`config.mk`:
```
export PLATFORM = sky130hd
export DESIGN_NAME = clock_btn_ctrl
export DESIGN_NICKNAME = d
export VERILOG_FILES = /design/src/rtl/clock_btn_pkg.sv /design/src/rtl/clock_btn_ctrl_btn_cond.sv /design/src/rtl/clock_btn_ctrl.sv
export SDC_FILE = /design/constraint.sdc
export NUM_CORES = 1
export LEC_CHECK = 0
export ABC_CLOCK_PERIOD_IN_PS = 1850
export BUFFER_PORTS_ARGS = -buffer_cell sky130_fd_sc_hd__clkbuf_2
export CAP_MARGIN = 10
export CORE_MARGIN = 2
export CORE_UTILIZATION = 40
export CTS_BUF_LIST = sky130_fd_sc_hd__clkbuf_2 sky130_fd_sc_hd__clkbuf_4 sky130_fd_sc_hd__clkbuf_8
export DETAILED_ROUTE_END_ITERATION = 10
export GPL_ROUTABILITY_DRIVEN = 0
export SYNTH_ARGS = -nofsm -noshare
export SYNTH_HDL_FRONTEND = slang
export SYNTH_HIERARCHICAL = 1
export SYNTH_SLANG_ARGS = --single-unit
export TNS_END_PERCENT = 30
```
`constraint.sdc`:
```
create_clock -name clk -period 1.85 [get_ports clk]
set_clock_uncertainty 0.2 [all_clocks]
set_input_delay 0.4625 -clock clk [delete_from_list [all_inputs] [get_ports clk]]
set_output_delay 0.4625 -clock clk [all_outputs]
set_load 0.05 [all_outputs]
```
`src/rtl/clock_btn_pkg.sv`:
```
// Shared types and constants for the alarm-clock button front end.
// Optional auto-repeat is selected with CLOCK_BTN_AUTORPT_EN (see btn_cond / clock_btn_ctrl).
package clock_btn_pkg;

  typedef enum logic [1:0] {
    MODE_RUN       = 2'd0,
    MODE_SET_TIME  = 2'd1,
    MODE_SET_ALARM = 2'd2
  } mode_t;

  localparam int NUM_BTN      = 6;
  localparam int BTN_TIMESET  = 0;
  localparam int BTN_ALARMSET = 1;
  localparam int BTN_MINADV   = 2;
  localparam int BTN_HRSADV   = 3;
  localparam int BTN_DAYADV   = 4;
  localparam int BTN_ALARMON  = 5;

  localparam int DB_CYCLES_DEF   = 16;
  localparam int HOLD_CYCLES_DEF = 64;
  localparam int RPT_CYCLES_DEF  = 16;

  // Counter width able to hold the value n.
  function automatic int cnt_w(input int n);
    return (n < 2) ? 1 : $clog2(n + 1);
  endfunction

  localparam int DB_W_DEF  = cnt_w(DB_CYCLES_DEF);
  localparam int RPT_W_DEF = cnt_w((HOLD_CYCLES_DEF > RPT_CYCLES_DEF) ? HOLD_CYCLES_DEF : RPT_CYCLES_DEF);

endpackage

```
`src/rtl/clock_btn_ctrl_btn_cond.sv`:
```
// One button: 2-flop synchronizer, counting debouncer, press pulse and advance strobe.
// With CLOCK_BTN_AUTORPT_EN defined the strobe auto-repeats while held; otherwise one strobe per press.
module btn_cond
  import clock_btn_pkg::*;
#(
  parameter int DB_CYCLES   = DB_CYCLES_DEF,
  parameter int HOLD_CYCLES = HOLD_CYCLES_DEF,
  parameter int RPT_CYCLES  = RPT_CYCLES_DEF
) (
  input  logic clk,
  input  logic rst,
  input  logic raw,
  input  logic repeat_ok,
  output logic press,
  output logic strobe
);

  localparam int DBW = cnt_w(DB_CYCLES);

  logic           s1, s2;
  logic           db, db_q;
  logic [DBW-1:0] db_cnt;

  // db only follows s2 after DB_CYCLES consecutive disagreeing samples.
  always_ff @(posedge clk or negedge rst) begin
    if (!rst) begin
      s1     <= 1'b0;
      s2     <= 1'b0;
      db     <= 1'b0;
      db_q   <= 1'b0;
      db_cnt <= '0;
    end else begin
      s1   <= raw;
      s2   <= s1;
      db_q <= db;
      if (s2 == db) begin
        db_cnt <= '0;
      end else if (db_cnt == DBW'(DB_CYCLES - 1)) begin
        db_cnt <= '0;
        db     <= s2;
      end else begin
        db_cnt <= db_cnt + DBW'(1);
      end
    end
  end

  assign press = db & ~db_q;

`ifdef CLOCK_BTN_AUTORPT_EN
  localparam int RW = cnt_w((HOLD_CYCLES > RPT_CYCLES) ? HOLD_CYCLES : RPT_CYCLES);

  logic [RW-1:0] rpt_cnt;
  logic          rpt_phase;
  logic          fire;

  // rpt_cnt==0 means idle: only a fresh press may start the timer.
  assign fire = db && repeat_ok && (rpt_cnt != '0) &&
                (rpt_cnt == (rpt_phase ? RW'(RPT_CYCLES) : RW'(HOLD_CYCLES)));

  always_ff @(posedge clk or negedge rst) begin
    if (!rst) begin
      strobe    <= 1'b0;
      rpt_cnt   <= '0;
      rpt_phase <= 1'b0;
    end else begin
      strobe <= repeat_ok & (press | fire);
      if (!db || !repeat_ok) begin
        rpt_cnt   <= '0;
        rpt_phase <= 1'b0;
      end else if (press) begin
        rpt_cnt   <= RW'(1);
        rpt_phase <= 1'b0;
      end else if (fire) begin
        rpt_cnt   <= RW'(1);
        rpt_phase <= 1'b1;
      end else if (rpt_cnt != '0) begin
        rpt_cnt <= rpt_cnt + RW'(1);
      end
    end
  end
`else
  localparam int unused_rpt_cfg = HOLD_CYCLES + RPT_CYCLES;

  always_ff @(posedge clk or negedge rst) begin
    if (!rst) strobe <= 1'b0;
    else      strobe <= repeat_ok & press;
  end
`endif

endmodule

```
`src/rtl/clock_btn_ctrl.sv`:
```
// Button front end for the alarm clock: mode FSM, advance-strobe qualification, Alarmon toggle.
// Auto-repeat of the advance strobes is enabled by defining CLOCK_BTN_AUTORPT_EN.
module clock_btn_ctrl
  import clock_btn_pkg::*;
#(
  parameter int DB_CYCLES   = DB_CYCLES_DEF,
  parameter int HOLD_CYCLES = HOLD_CYCLES_DEF,
  parameter int RPT_CYCLES  = RPT_CYCLES_DEF
) (
  input  logic       clk,
  input  logic       rst,
  input  logic       timeset_raw,
  input  logic       alarmset_raw,
  input  logic       minadv_raw,
  input  logic       hrsadv_raw,
  input  logic       dayadv_raw,
  input  logic       alarmon_raw,
  output logic       Timeset,
  output logic       Alarmset,
  output logic       Minadv,
  output logic       Hrsadv,
  output logic       Dayadv,
  output logic       Alarmon,
  output logic [1:0] mode
);

  logic [NUM_BTN-1:0] raw_vec, press, strobe, repeat_ok;
  mode_t              mode_r, mode_next;
  logic               mode_hold;

  assign raw_vec = {alarmon_raw, dayadv_raw, hrsadv_raw, minadv_raw, alarmset_raw, timeset_raw};

  for (genvar i = 0; i < NUM_BTN; i++) begin : g_btn
    btn_cond #(
      .DB_CYCLES  (DB_CYCLES),
      .HOLD_CYCLES(HOLD_CYCLES),
      .RPT_CYCLES (RPT_CYCLES)
    ) u_btn (
      .clk      (clk),
      .rst      (rst),
      .raw      (raw_vec[i]),
      .repeat_ok(repeat_ok[i]),
      .press    (press[i]),
      .strobe   (strobe[i])
    );
  end

  // In each state the button that owns the current mode takes priority.
  always_comb begin
    mode_next = mode_r;
    case (mode_r)
      MODE_RUN: begin
        if (press[BTN_TIMESET])       mode_next = MODE_SET_TIME;
        else if (press[BTN_ALARMSET]) mode_next = MODE_SET_ALARM;
      end
      MODE_SET_TIME: begin
        if (press[BTN_TIMESET])       mode_next = MODE_RUN;
        else if (press[BTN_ALARMSET]) mode_next = MODE_SET_ALARM;
      end
      MODE_SET_ALARM: begin
        if (press[BTN_ALARMSET])      mode_next = MODE_RUN;
        else if (press[BTN_TIMESET])  mode_next = MODE_SET_TIME;
      end
      default: mode_next = MODE_RUN;
    endcase
  end

  // Dropping repeat_ok on a mode change clears held buttons' timers until a new press.
  assign mode_hold = (mode_next == mode_r);

  always_comb begin
    repeat_ok              = '0;
    repeat_ok[BTN_MINADV]  = mode_hold && (mode_r != MODE_RUN);
    repeat_ok[BTN_HRSADV]  = mode_hold && (mode_r != MODE_RUN);
    repeat_ok[BTN_DAYADV]  = mode_hold && (mode_r == MODE_SET_TIME);
  end

  always_ff @(posedge clk or negedge rst) begin
    if (!rst) begin
      mode_r   <= MODE_RUN;
      Timeset  <= 1'b0;
      Alarmset <= 1'b0;
      Alarmon  <= 1'b0;
    end else begin
      mode_r   <= mode_next;
      Timeset  <= (mode_next == MODE_SET_TIME);
      Alarmset <= (mode_next == MODE_SET_ALARM);
      if (press[BTN_ALARMON]) Alarmon <= ~Alarmon;
    end
  end

  assign mode   = mode_r;
  assign Minadv = strobe[BTN_MINADV];
  assign Hrsadv = strobe[BTN_HRSADV];
  assign Dayadv = strobe[BTN_DAYADV];

  logic unused_btn_bits;
  assign unused_btn_bits = ^{press[BTN_MINADV], press[BTN_HRSADV], press[BTN_DAYADV],
                             strobe[BTN_TIMESET], strobe[BTN_ALARMSET], strobe[BTN_ALARMON]};

endmodule

```
==> results of run 1 <==
==> per-stage QoR <==
step / cells / setup WS (ns)
floorplan: 173 / 0.4140
global placement: 262 / 0.3606
CTS: 277 / 0.03576
detailed placement: 262 / 0.3062
global route: 277 / 0.08939
finish: 277 / 0.1445
==> worst min-delay path by stage <==
| stage | slack, ns | endpoint | cells past startpoint |
|---|---|---|---|
| floorplan | -0.03 | Alarmon$_DFFE_PN0P_ | 0 |
| global placement | 0.13 | g_btn[4].u_btn/s2$_DFF_PN0_ | 0 |
| detailed placement | 0.14 | g_btn[2].u_btn/s2$_DFF_PN0_ | 0 |
| CTS | 0.02 | g_btn[1].u_btn/s1$_DFF_PN0_ | 1 |
| global route | 0.02 | g_btn[4].u_btn/s1$_DFF_PN0_ | 1 |
| finish | 0.04 | g_btn[4].u_btn/s1$_DFF_PN0_ | 1 |
==> flip-flops by register name (all words and copies together) (netlist names) <==
register            flops
g_btn.u_btn/db_q        6
Alarmon                 1
Timeset                 1
g_btn.u_btn/s1          6
g_btn.u_btn/s2          6
g_btn.u_btn/strobe      3
g_btn.u_btn/db_cnt     30
Alarmset                1
g_btn.u_btn/db          6
mode                    2
==> final cells by class <==
| class | count | share of cell area, % |
|---|---|---|
| clock inverter | 1 | 0.1837 |
| clock buffer | 13 | 6.339 |
| timing repair buffer | 18 | 3.767 |
| tap | 72 | 3.307 |
| multi-input combinational | 104 | 28.43 |
| inverter | 7 | 0.9646 |
| sequential | 62 | 57.01 |
==> layer usage <==
| layer | track usage (%) | routed length [microns] |
|---|---|---|
| met4 | 9.322 | 96 |
| met2 | 21.17 | 1771 |
| met1 | 13.17 | 1423 |
| met3 | 4.270 | 123 |
| met5 | 0 | 0 |
==> cells in the final DEF, fill, tap and decap left out, drive strengths merged, types with 2 or more instances in the layout <==
| cell | instances |
|---|---|
| dfrtp | 62 |
| clkbuf | 28 |
| nor2 | 26 |
| xor2 | 19 |
| nand3 | 12 |
| and2 | 9 |
| inv | 7 |
| o21ai | 6 |
| nor2b | 6 |
| and3 | 6 |
| mux2 | 6 |
| ha | 6 |
| a32o | 2 |
| a31o | 2 |
| buf | 2 |
==> power by group <==
| group | switching (mW) | internal, mW | leakage (nW) |
|---|---|---|---|
| logic | 0.0820 | 0.0508 | 0.507 |
| clock network | 0.451 | 0.593 | 0.0948 |
| registers | 0.0341 | 1.40 | 0.821 |
==> what timing repair did <==
item	4_1_cts	5_1_grt
hold buffers	1	0
gates resized for setup	1	1
setup buffers	0	0
setup endpoints to repair	1	1
hold endpoints to repair	18	0
==> flow_summary.yaml, run 1 <==
die:
  core-area_sq_um: 5608
  rows: 27
  start_util_pct: 41.95
  die_w_microns: 80.69
  pin_count: 16
  dieArea_sq_um: 6510
  die_y_microns: 80.69
place:
  placed_cell_area_sq_um: 2532
  portBuffers: 15
  hpwlAfterDp_microns: 2516
cts:
  cts_buffers: 9
  root_buffer: "clkbuf_8"
  numClockSinks: 62
  clockBufferDepth: 2
  htree_levels: 3
  clkSlewWorstSetupHoldPaths_ns: 0.06
  clock_latency_ns: 0.33
  cts_tree: "built"
cells_and_area:
  nets: 216
  drive_gt1_share_pct: 24.88
  n_fill_cell: 505
  post-route-cell-area_sq_um: 2724
  seq_area_sq_um: 1553
  n_antenna_cell: 0
  postLayoutCoreUtil_pct: 48.57
  multiInputGateArea_sq_um: 774.5
  syn_to_final_growth_pct: 15.80
sta:
  grt_setup_unrepaired: "false"
  hold-worst-slack_ns: 0.03620
  finalSetupViolCount: 0
  tns_ns: 0
  tightestPinTransition_ns: 0.5422
  post-route-period-util_pct: 92.19
  period_needed_ns: 1.706
  hold_violations: 0
  slew_headroom_pct: 63.85
  max_freq_mhz: 586.3
  drv_slew: 0
global_routing:
  grt_usage_pct: 12.68
  grt_pass1_vias: 1434
  grt_pass1_wl_microns: 5961
  grt_max_degree: 45
  grt_overflow: 0
  grt_antenna_before_repair: 0
route:
  wl_microns: 3414
  vias: 1302
  ant_nets: 0
  via_per_inst: 4.700
  drtPass1Iterations: 4
  post-route-drc-count: 0
  wl_per_cell_microns: 12.32
  first_iter_violations: 59
min_path:
  hp-class: "in2reg"
  hp-start: "dayadv_raw"
yosys:
  syn_area_per_cell_sq_um: 13.60
  synth_nets: 187
  yosys_warnings: 6
  syn_area_sq_um: 2352
  synth_cells: 173
worst_setup_path:
  criticalPathCategory: "reg2out"
  worstPathRequired_ns: 1.19
  path_max_fanout: 4
  crit_family: "flip-flops"
  cp.arrival_ns: 1.04
  endpoint_kind: "primary output"
  cp_num_cells: 1
  timing.rr.start: "g_btn[0].u_btn/db$_DFFE_PN0P_"
  r2r.worst_path.cells: 3
  r2r_end: "Alarmset$_DFF_PN0_"
  cp_slowest_cell: "dfrtp_1"
  cpPeakStageDelay_ns: 0.41
  regToRegSetupSlack_ns: 0.30
  critPathBufInv: 1
  cp-start-kind: "flip-flop"
  crit_end: "mode[0]"
  critPathLaunch: "mode[0]$_DFF_PN0_"
  crit_chain: "clkbuf_2"
run_status:
  outcome: "completed"
power_and_ir_drop:
  leakagePower_nw: 1.423
  ir_drop_mv: 0.4499
  p_total_mw: 2.617
  power_density_nw_per_um2: 960.6
run:
  cap_violations: 0
Note: power is estimated with default switching activity, not from simulation.
==> run 2: changes to the inputs <==
Settings changed: ABC_AREA from default to 1.
==> run 2 against run 1 <==
Flip-flop and latch count unchanged. Clock power is 24% higher. Utilization down 0.30 points. Non-clock buffer count shrank 1. Largest power group unchanged. Highest routed layer unchanged.
==> flow_summary.yaml, run 2 <==
sta:
  setup_ws_ns: 0.1008
  hold_violations: 0
  period_needed_ns: 1.749
  finalSetupViolCount: 0
  tns_ns: 0
  max_freq_mhz: 571.7
  post-route-period-util_pct: 94.55
  drv_slew: 0
  grt_setup_unrepaired: "false"
  slew_headroom_pct: 79.01
  tightestPinTransition_ns: 0.3149
place:
  portBuffers: 15
  hpwlAfterDp_microns: 2466
  placed_cell_area_sq_um: 2625
  dp_slack_ns: 0.4336
yosys:
  synth_cells: 254
  syn_area_sq_um: 2436
  synth_nets: 268
  syn_area_per_cell_sq_um: 9.591
  yosys_warnings: 6
worst_setup_path:
  path_max_fanout: 5
  cp.arrival_ns: 1.09
  regToRegSetupSlack_ns: 0.47
  timing.rr.start: "g_btn[0].u_btn/db$_DFFE_PN0P_"
  r2r.worst_path.cells: 6
  cp-start-kind: "flip-flop"
  crit_family: "flip-flops"
  r2r_end: "g_btn[4].u_btn/strobe$_DFF_PN0_"
  worstPathRequired_ns: 1.19
  endpoint_kind: "primary output"
  critPathLaunch: "mode[1]$_DFF_PN0_"
  crit_chain: "clkbuf_2"
  crit_end: "mode[1]"
  cpPeakStageDelay_ns: 0.44
  cp_num_cells: 1
  critPathBufInv: 1
  cp_slowest_cell: "dfrtp_1"
  criticalPathCategory: "reg2out"
cts:
  clockBufferDepth: 2
  htree_levels: 3
  post_cts_buffers: 0
  cts_tree: "built"
  cts_buffers: 9
  clkSlewWorstSetupHoldPaths_ns: 0.07
  clock_latency_ns: 0.34
  root_buffer: "clkbuf_8"
  numClockSinks: 62
  cts_resized: 0
cells_and_area:
  largest_reg_flops: 30
  syn_to_final_growth_pct: 17.31
  n_fill_cell: 550
  drive_gt1_share_pct: 12.20
  regMostFlops: "g_btn.u_btn/db_cnt"
  final_cell_mix: "62 x dfrtp_1, 61 x nand2_1, 45 x nor2_1, 39 x inv_1, 15 x clkbuf_2"
  nets: 296
  n_antenna_cell: 0
  multiInputGateArea_sq_um: 734.5
  seq_area_sq_um: 1551
  post-route-cell-area_sq_um: 2858
  final_common_cell: "dfrtp_1"
power_and_ir_drop:
  power_density_nw_per_um2: 1007
  ir_drop_mv: 0.7266
  p_total_mw: 2.877
  leakagePower_nw: 1.466
route:
  via_per_inst: 4.417
  wl_microns: 3612
  vias: 1599
  post-route-drc-count: 0
  ant_nets: 0
  first_iter_violations: 66
  drtPass1Iterations: 4
  wl_per_cell_microns: 9.978
die:
  rows: 28
  die_y_microns: 82.04
  die_w_microns: 82.04
  dieArea_sq_um: 6731
  core-area_sq_um: 5921
  start_util_pct: 41.15
  pin_count: 16
min_path:
  hp-class: "in2reg"
global_routing:
  grt_antenna_before_repair: 0
  grt_pass1_wl_microns: 6285
  grt_usage_pct: 12.83
  grt_overflow: 0
  grt_pass1_vias: 1514
  grt_max_degree: 63
run:
  cap_violations: 0
run_status:
  outcome: "completed"
run 2: changes by cell type in the layout (fill, tap and decap cells not counted), moves of 9 or more:
cell | previous run | this run
nand2_1 | 1 | 61
inv_1 | 7 | 39
nor2_1 | 20 | 45
xor2_1 | 19 | 1
nand4_1 | 0 | 12
and2_1 | 9 | 0
run 2: area by class of cell:
type,count,area share [%]
clock inverter,6,2.977
tap,75,3.284
clock buffer,10,4.816
multi-input combinational,152,25.70
sequential,62,54.29
timing repair buffer,17,3.678
inverter,40,5.254
run 2: worst min-delay path by stage:
stage          cells past startpoint                        start                     endpoint
3_3_place_gp                       0  g_btn[2].u_btn/s1$_DFF_PN0_  g_btn[2].u_btn/s2$_DFF_PN0_
3_5_place_dp                       0  g_btn[4].u_btn/s1$_DFF_PN0_  g_btn[4].u_btn/s2$_DFF_PN0_
6_report                           1                  alarmon_raw  g_btn[5].u_btn/s1$_DFF_PN0_
4_1_cts                            1                   minadv_raw  g_btn[2].u_btn/s1$_DFF_PN0_
2_1_floorplan                      0                          rst          Alarmon$_DFFE_PN0P_
5_1_grt                            1                  timeset_raw  g_btn[0].u_btn/s1$_DFF_PN0_
run 2: routing by layer:
| metal | share of wire (%) | global-route usage (%) | vias up |
|---|---|---|---|
| li1 | - | - | 834 |
| met3 | 5.0 | 6.593 | 6 |
| met5 | 0 | 0 | - |
| met4 | 2.2 | 5.500 | 0 |
| met2 | 47 | 20.16 | 25 |
| met1 | 46 | 14.71 | 734 |
run 2: what timing repair did:
action                                 CTS  global route
endpoints found under the hold margin   62             0
hold buffers                             1             0
setup endpoints to repair                0             0
run 2: through the flow:
step           instances  hold slack, ns  util [%]
2_1_floorplan        254        -0.03309         -
3_3_place_gp         345          0.1343     44.34
3_5_place_dp         345          0.1347     44.34
4_1_cts              362        0.008788     48.27
5_1_grt              362        0.004624     48.27
6_report             362         0.02881     48.27
run 2: report_power, final:
group | internal [mW] | switching (mW) | total, mW
sequential | 1.40 | 0.0421 | 1.45
clock | 0.789 | 0.504 | 1.29
combinational | 0.0530 | 0.0842 | 0.137
total | 2.25 | 0.631 | 2.88
